[config.mk]
export PLATFORM = sky130hd
export DESIGN_NAME = imem_load_arbiter
export DESIGN_NICKNAME = d
export VERILOG_FILES = /design/src/rtl/imem_load_arbiter.sv
export SDC_FILE = /design/constraint.sdc
export NUM_CORES = 1
export LEC_CHECK = 0
export CAP_MARGIN = 5
export CORE_AREA = 10 10 140 142
export DETAILED_ROUTE_END_ITERATION = 12
export DIE_AREA = 0 0 150 152
export HOLD_SLACK_MARGIN = 0.05
export PLACE_DENSITY_LB_ADDON = 0.3
export SLEW_MARGIN = 20
export SYNTH_ARGS = -nofsm -noshare
export SYNTH_HDL_FRONTEND = slang
export SYNTH_SLANG_ARGS = --single-unit
export TNS_END_PERCENT = 20
[constraint.sdc]
create_clock -name i_clock -period 4.3 [get_ports i_clock]
set_clock_uncertainty 0.15 [all_clocks]
set_input_delay 1.29 -clock i_clock [delete_from_list [all_inputs] [get_ports i_clock]]
set_output_delay 1.29 -clock i_clock [all_outputs]
set_load 0.01 [all_outputs]
[src/rtl/imem_load_arbiter.sv]
// imem_load_arbiter
//   Owns the instruction-memory port. In run mode the fetch word address is
//   passed straight through. In load mode the CPU is frozen, loader bytes are
//   packed little-endian into 32-bit words and written to consecutive
//   addresses from 0. After the load, the CPU is held in reset for HOLD_CYCLES
//   cycles before returning to run mode.
//
// Ports
//   i_clock        system clock, rising edge
//   i_rst_n        asynchronous active-low reset
//   i_load_req     request load mode (sampled only in RUN)
//   i_byte_valid   loader byte present
//   i_byte_data    loader byte
//   o_byte_ready   byte accepted this cycle when i_byte_valid is also 1
//   i_load_end     loader stream finished (sampled only in LOAD)
//   i_fetch_addr   word address from the fetch stage
//   o_imem_addr    instruction-memory address
//   o_imem_wdata   instruction-memory write data
//   o_imem_we      instruction-memory write enable
//   o_cpu_hold     freezes PC update and register writes
//   o_cpu_rst      active-high CPU reset after a load
//   o_load_busy    1 in every state except RUN
//   o_load_count   words written by the current or most recent load
//
// state     | meaning
// S_RUN     | fetch owns imem, loader ignored
// S_LOAD    | CPU frozen, collecting loader bytes into the word register
// S_WRITE   | one-cycle write of the packed word at wr_ptr
// S_RELEASE | CPU held in reset for HOLD_CYCLES cycles
module imem_load_arbiter #(
  parameter int ADDR_W      = 14,
  parameter int HOLD_CYCLES = 4
) (
  input  logic              i_clock,
  input  logic              i_rst_n,
  input  logic              i_load_req,
  input  logic              i_byte_valid,
  input  logic [7:0]        i_byte_data,
  output logic              o_byte_ready,
  input  logic              i_load_end,
  input  logic [ADDR_W-1:0] i_fetch_addr,
  output logic [ADDR_W-1:0] o_imem_addr,
  output logic [31:0]       o_imem_wdata,
  output logic              o_imem_we,
  output logic              o_cpu_hold,
  output logic              o_cpu_rst,
  output logic              o_load_busy,
  output logic [ADDR_W:0]   o_load_count
);

  typedef enum logic [1:0] {S_RUN, S_LOAD, S_WRITE, S_RELEASE} state_t;

  localparam logic [7:0]        HOLD_LAST = 8'(HOLD_CYCLES - 1);
  localparam logic [ADDR_W-1:0] PTR_MAX   = '1;
  localparam logic [ADDR_W-1:0] PTR_ONE   = {{(ADDR_W-1){1'b0}}, 1'b1};
  localparam logic [ADDR_W:0]   CNT_ONE   = {{ADDR_W{1'b0}}, 1'b1};

  state_t              r_state;
  logic [ADDR_W-1:0]   r_wr_ptr;
  logic [2:0]          r_byte_cnt;
  logic [31:0]         r_word;
  logic                r_end_flag;
  logic [ADDR_W:0]     r_load_count;
  logic [7:0]          r_hold_cnt;

  logic                w_xfer;
  logic [2:0]          w_cnt_next;
  logic [31:0]         w_word_next;

  assign w_xfer     = (r_state == S_LOAD) && i_byte_valid;
  assign w_cnt_next = r_byte_cnt + {2'b00, w_xfer};

  // In LOAD r_byte_cnt is always 0..3, so its low two bits select the lane.
  always_comb begin
    w_word_next = r_word;
    if (w_xfer) w_word_next[{r_byte_cnt[1:0], 3'b000} +: 8] = i_byte_data;
  end

  always_ff @(posedge i_clock or negedge i_rst_n) begin
    if (!i_rst_n) begin
      r_state      <= S_RUN;
      r_wr_ptr     <= '0;
      r_byte_cnt   <= '0;
      r_word       <= '0;
      r_end_flag   <= 1'b0;
      r_load_count <= '0;
      r_hold_cnt   <= '0;
    end else begin
      case (r_state)
        S_RUN: begin
          if (i_load_req) begin
            r_state      <= S_LOAD;
            r_wr_ptr     <= '0;
            r_byte_cnt   <= '0;
            r_end_flag   <= 1'b0;
            r_word       <= '0;
            r_load_count <= '0;
          end
        end
        S_LOAD: begin
          r_byte_cnt <= w_cnt_next;
          r_word     <= w_word_next;
          if (i_load_end) r_end_flag <= 1'b1;
          // A byte arriving with load_end is packed before the end is acted on.
          if (w_cnt_next == 3'd4) begin
            r_state <= S_WRITE;
          end else if (i_load_end) begin
            if (w_cnt_next != 3'd0) begin
              r_state <= S_WRITE;
            end else begin
              r_state    <= S_RELEASE;
              r_hold_cnt <= HOLD_LAST;
            end
          end
        end
        S_WRITE: begin
          r_load_count <= r_load_count + CNT_ONE;
          r_byte_cnt   <= '0;
          r_word       <= '0;
          // Pointer saturates at the top address; the load ends there anyway.
          if (r_wr_ptr != PTR_MAX) r_wr_ptr <= r_wr_ptr + PTR_ONE;
          if (r_end_flag || (r_wr_ptr == PTR_MAX)) begin
            r_state    <= S_RELEASE;
            r_hold_cnt <= HOLD_LAST;
          end else begin
            r_state <= S_LOAD;
          end
        end
        S_RELEASE: begin
          if (r_hold_cnt == 8'd0) r_state <= S_RUN;
          else                    r_hold_cnt <= r_hold_cnt - 8'd1;
        end
        default: r_state <= S_RUN;
      endcase
    end
  end

  assign o_imem_addr  = (r_state == S_RUN) ? i_fetch_addr : r_wr_ptr;
  assign o_imem_wdata = (r_state == S_WRITE) ? r_word : 32'd0;
  assign o_imem_we    = (r_state == S_WRITE);
  assign o_byte_ready = (r_state == S_LOAD);
  assign o_cpu_hold   = (r_state != S_RUN);
  assign o_cpu_rst    = (r_state == S_RELEASE);
  assign o_load_busy  = (r_state != S_RUN);
  assign o_load_count = r_load_count;

endmodule

**Word level (Yosys, flattened, before mapping)**

Index checks and enable logic that the tools add are counted.

- Input port bits: 27
- Register bits: 75
- Output and inout port bits: 66
- Logic and storage cells: 76

- Shifts and indexed selects: 2
- Eq/ne operators: 16
- Add/sub/neg operators: 5
- Reductions and logical operators: 17
- Multiplexer cells: 29

Operators by type and width:

| operator | number |
|---|---|
| $mux W32 | 3 |
| $pmux W32 S3 | 1 |
| $mux W14 | 3 |
| $mux W8 | 5 |
| $bwmux W32 | 1 |
| $shift A8 B7 Y32 const A | 1 |
| $shiftx A8 B7 Y32 | 1 |
| $pmux W15 S2 | 1 |
| $pmux W14 S2 | 1 |
| $pmux W8 S3 | 1 |
| $add A15 B1 Y15 const B | 1 |
| $mux W15 | 1 |
| $add A14 B1 Y14 const B | 1 |
| $eq A14 B14 Y1 const B | 1 |
| $ne A14 B14 Y1 const B | 1 |
| $reduce_and A3 Y1 | 4 |
| $mux W2 | 5 |
| $ne A2 B1 Y1 const B | 5 |
| $pmux W3 S3 | 1 |
| $reduce_bool A3 Y1 | 3 |
| $logic_not A8 Y1 | 1 |
| $ne A2 B2 Y1 const B | 4 |
| $pmux W2 S4 | 1 |
| $sub A8 B1 Y8 const B | 1 |
| 15 further kinds | 21 |

**Longest topological paths before layout**

- Word-level depth: 8
- Mapped depth: 9
- Depth with buffers taken out: 7

**Least setup slack after synthesis**

No wires, ideal clock.

- Path kind: in2reg
- Start: in i_byte_valid
- End: reg r_hold_cnt[0]
- Setup time: 0.145 ns
- Data required time: 4.005 ns
- Buffers on the path: 1
- Slack: 1.192 ns
- Stages on the path: 8
- Arrival: 2.813 ns
- Cells stage by stage: and3b_1 clkbuf_1 ha_1 ha_1 nor2_1 a32o_1 a211oi_1 mux2i_1

- Word-level cells in the longest chain between the ends: 5
- Elaborated cells on any way between the ends: 7
- Those cells by class: add/sub (1); eq/ne (3); reduce/logical (3)

RTL lines:

| what | line | source |
|---|---|---|
| start: declaration | 37 | `input logic i_byte_valid,` |
| $logic_and A1 B1 Y1 (*) | 70 | `assign w_xfer = (r_state == S_LOAD) && i_byte_valid;` |
| $add A3 B1 Y3 (*) | 71 | `assign w_cnt_next = r_byte_cnt + {2'b00, w_xfer};` |
| $eq A3 B3 Y1 / $reduce_bool A3 Y1 (equally long branches) | 105, 108 |  |
| $ne A2 B2 Y1 (no line) | - |  |
| $reduce_and A6 Y1 (no line) (*) | - |  |
| end signal: assignment | 131 | `else r_hold_cnt <= r_hold_cnt - 8'd1;` |
| end: declaration | 64 | `logic [7:0] r_hold_cnt;` |

Mark *: on every way between the ends. The rest lies on a longest branch, timed or not.
A chain may end at the register's enable or synchronous reset.

**Final worst setup path**

- Start: in i_fetch_addr[5]
- End: out o_imem_addr[5]

- Word-level cells in the longest chain between the ends: 1

RTL lines:

| what | line | source |
|---|---|---|
| start: declaration | 41 | `input logic [ADDR_W-1:0] i_fetch_addr,` |
| $mux W14 | 138 | `assign o_imem_addr = (r_state == S_RUN) ? i_fetch_addr : r_wr_ptr;` |
| end: declaration | 42 | `output logic [ADDR_W-1:0] o_imem_addr,` |

Every way passes these cells.

==> impl_metrics.ini <==
[route]
wl_per_cell_um = 16.1
first_iter_violations = 165
antenna_left = 0
dr.pass1.iters = 4
num_vias = 3604
drc = 0
drt-total-wl_um = 11900
viasPerCell = 4.87

[setup_path]
crit_slowest_cell = clkdlybuf4s50_1
reg2reg_from = r_state[1]
timing.critical_path.buf_inv = 2
critical-path-max-stage-delay_ns = 0.49
cp_max_fo = 1
path_cells = clkdlybuf4s50_1, mux2_2, clkdlybuf4s50_1
startpoint_type = input port
path_common_cell = clkdlybuf4s50_1
crit_type = input port to primary output
crit_arrival_ns = 2.43
worst_path_dominant_cell_family = buffers and inverters
worstSetupEndpointType = primary output
cp.required_ns = 2.86
r2r_setup_slack_ns = 1.48
r2r_cells = 8
reg2reg_to = r_hold_cnt[0]

[pwr]
pwr-share-seq_pct = 34.2
internal_power_w = 0.00184
combPwrFrac_pct = 37.6
p_sw_w = 0.00106
p_per_area_nw_per_um2 = 516
ir_worst_vdd_uv = 258
netSwitchingFraction_pct = 36.5
leakage_nw = 2.36
p_clk_share_pct = 28.2

[final_layout]
final_nets = 547
seq_area_um2 = 1880
multi_input_area_um2 = 2120
area_delta_synth_final_pct = 36.0
n_antenna_cell = 0
fillers = 1754
final_util_pct = 33.1
drive_gt1_share_pct = 9.13

[place]
place_ws_ns = 0.418
place.gp.congestion = 0.806
port_buffers = 92
dp_hpwl_um = 8770

[clock_tree]
clock-sinks = 75
clk_latency_ns = 0.34
ctsHtreeMaxLevel = 3
ctsHoldBuffers = 0
cts_buffers = 9
cts_resized = 0
clock_path_buffers = 2
postCtsSetupBuffers = 0
tritoncts = done
path_clk_slew_ns = 0.06
cts-root-buf = clkbuf_16

[timing]
rsz0062_at_grt = no
slew_violations = 0
worst_slack_ns = 0.425
worst_slew_pin_slew_ns = 0.833
min_period_ns = 3.87
fmax_ghz = 0.258
fin_crit_sh_pct = 90.1
timing.setup.tns_ns = 0
hold_viol = 0
relSlewSlack_pct = 44.0
setup_viol = 0

[global_route]
grt_max_degree = 76
grt_remaining_overflow = 0
grt_first_pass_wirelength_um = 19700
grt_antenna_before_repair = 0
grt_pass1_vias = 3577
track_usage_pct = 10.6

[floorplan]
dieArea_um2 = 22800
die-width_um = 150
io_pins = 93
start_util_pct = 24.3
die_h_um = 152
fp-row-count = 48
core_um2 = 16900

[run_status]
status = complete, no violations

[synth]
ys_types = 58
ys_ff_latch = 75
syn_area_um2 = 4120
seq_area_frac_synth_pct = 45.5
syn_area_per_cell_um2 = 9.81
yosysWarnings = 0
synth_nets = 457
synth_ff_type = dfrtp_1
synth_edf_count = 0
syn_inst = 420
synthArstFlopShare_pct = 100

[worst_hold_path]
whs_path_depth = 1
min_to = o_load_count[14]
hp-start = o_load_count[14]
hp-class = flop to flop

[flow_run]
drv_cap = 0
## layout make-up
class | count | share of cell area [%]
multi-input combinational | 315 | 37.9
sequential | 75 | 33.5
timing repair buffer | 97 | 17.1
tap | 225 | 5.02
clock buffer | 10 | 4.08
clock inverter | 6 | 1.61
inverter | 12 | 0.804
## routing by layer
layer,vias to the layer above,part of all wire (%),track usage (%)
met4,0,1.0,2.64
li1,1726,-,-
met5,-,0,0
met3,9,5.5,3.36
met2,73,49,17.1
met1,1796,45,13.5
## state kept, by name, summed over array words and instances, names as in the netlist
signal        flops
r_hold_cnt        8
r_wr_ptr         14
o_load_count     15
r_byte_cnt        3
r_word           32
r_state           2
r_end_flag        1
## power groups by stage
stage	combinational (W)	sequential (W)	clock [W]
after floorplan	0.000676	0.000954	0
after global placement	0.00108	0.000992	0
after detailed placement	0.00111	0.00100	0
after CTS	0.00111	0.000988	0.000838
after global routing	0.00122	0.00101	0.000868
final	0.00109	0.000988	0.000815
## through the flow
| stage | std cells | hold slack [ns] | instance area, um^2 | total power (W) |
|---|---|---|---|---|
| after detailed placement | 724 | 0.316 | 5280 | 0.00211 |
| after global routing | 740 | 0.358 | 5610 | 0.00310 |
| after global placement | 724 | 0.310 | 5280 | 0.00207 |
| after floorplan | 420 | 0.292 | 4120 | 0.00163 |
| after CTS | 740 | 0.327 | 5600 | 0.00294 |
| final | 740 | 0.323 | 5610 | 0.00289 |
## worst reg2reg max path, stage by stage, from the launching register on
cell and delay (ns):
dfrtp_1 0.54, buf_4 0.23, and3b_1 0.26, ha_1 0.21, ha_1 0.32, nor2_1 0.05, a32o_1 0.25, a211oi_1 0.52
mux2i_1 0.15
## cell usage in the layout, fill, tap and decap left out, types with 4 or more instances in the layout
cell type | synthesis | final
nor2_1 | 12 | 12
o311ai_0 | 6 | 6
nor3_1 | 11 | 11
buf_4 | 1 | 5
a22o_1 | 26 | 26
or4_1 | 4 | 4
or3_1 | 5 | 5
mux2_2 | 15 | 15
and2_1 | 35 | 35
ha_1 | 10 | 10
inv_1 | 11 | 11
mux2i_1 | 9 | 9
clkdlybuf4s50_1 | 0 | 91
a211o_1 | 4 | 4
dfrtp_1 | 75 | 75
nand2b_1 | 7 | 7
nand4_1 | 12 | 12
o21ai_0 | 22 | 22
clkbuf_16 | 0 | 9
o41ai_1 | 4 | 4
nand2_1 | 59 | 59
and3_1 | 6 | 6
nand3_1 | 9 | 9
nor4_1 | 4 | 4
a21oi_1 | 9 | 9
## worst max path at each step
| stage | start | to | cells past startpoint |
|---|---|---|---|
| floorplan | i_byte_valid | r_hold_cnt[0] | 8 |
| global placement | i_fetch_addr[2] | o_imem_addr[2] | 3 |
| detailed placement | i_fetch_addr[1] | o_imem_addr[1] | 3 |
| CTS | r_state[1] | o_imem_wdata[4] | 5 |
| global route | r_state[1] | o_imem_wdata[18] | 5 |
| finish | i_fetch_addr[5] | o_imem_addr[5] | 3 |
## cell usage after synthesis, types with 3 or more instances
library cell / count / area [um^2]
a211o_1: 4 / 35.0
a21oi_1: 9 / 45.0
a22o_1: 26 / 228
and2_1: 35 / 219
and3_1: 6 / 37.5
buf_2: 3 / 15.0
clkbuf_1: 11 / 41.3
dfrtp_1: 75 / 1880
ha_1: 10 / 125
inv_1: 11 / 41.3
mux2_2: 15 / 169
mux2i_1: 9 / 90.1
nand2_1: 59 / 221
nand2b_1: 7 / 43.8
nand3_1: 9 / 45.0
nand4_1: 12 / 75.1
nor2_1: 12 / 45.0
nor3_1: 11 / 55.1
nor3b_1: 3 / 22.5
nor4_1: 4 / 25.0
o211ai_1: 3 / 22.5
o21ai_0: 22 / 110
o22ai_1: 3 / 18.8
o311ai_0: 6 / 52.6
o31ai_1: 3 / 22.5
o41ai_1: 4 / 35.0
or3_1: 5 / 31.3
or4_1: 4 / 30.0
## cells by family after synthesis
logic type,Yosys count,share of synthesized area [%]
AO/OA/AOI/OAI,98,17.4
XOR/XNOR,2,0.425
adder cells (fa/ha/maj),10,3.04
buffers and inverters,30,2.94
flip-flops,75,45.5
multiplexers,24,6.28
AND/OR/NAND/NOR,181,24.4
No activity file was read; power rests on OpenSTA's default activity.
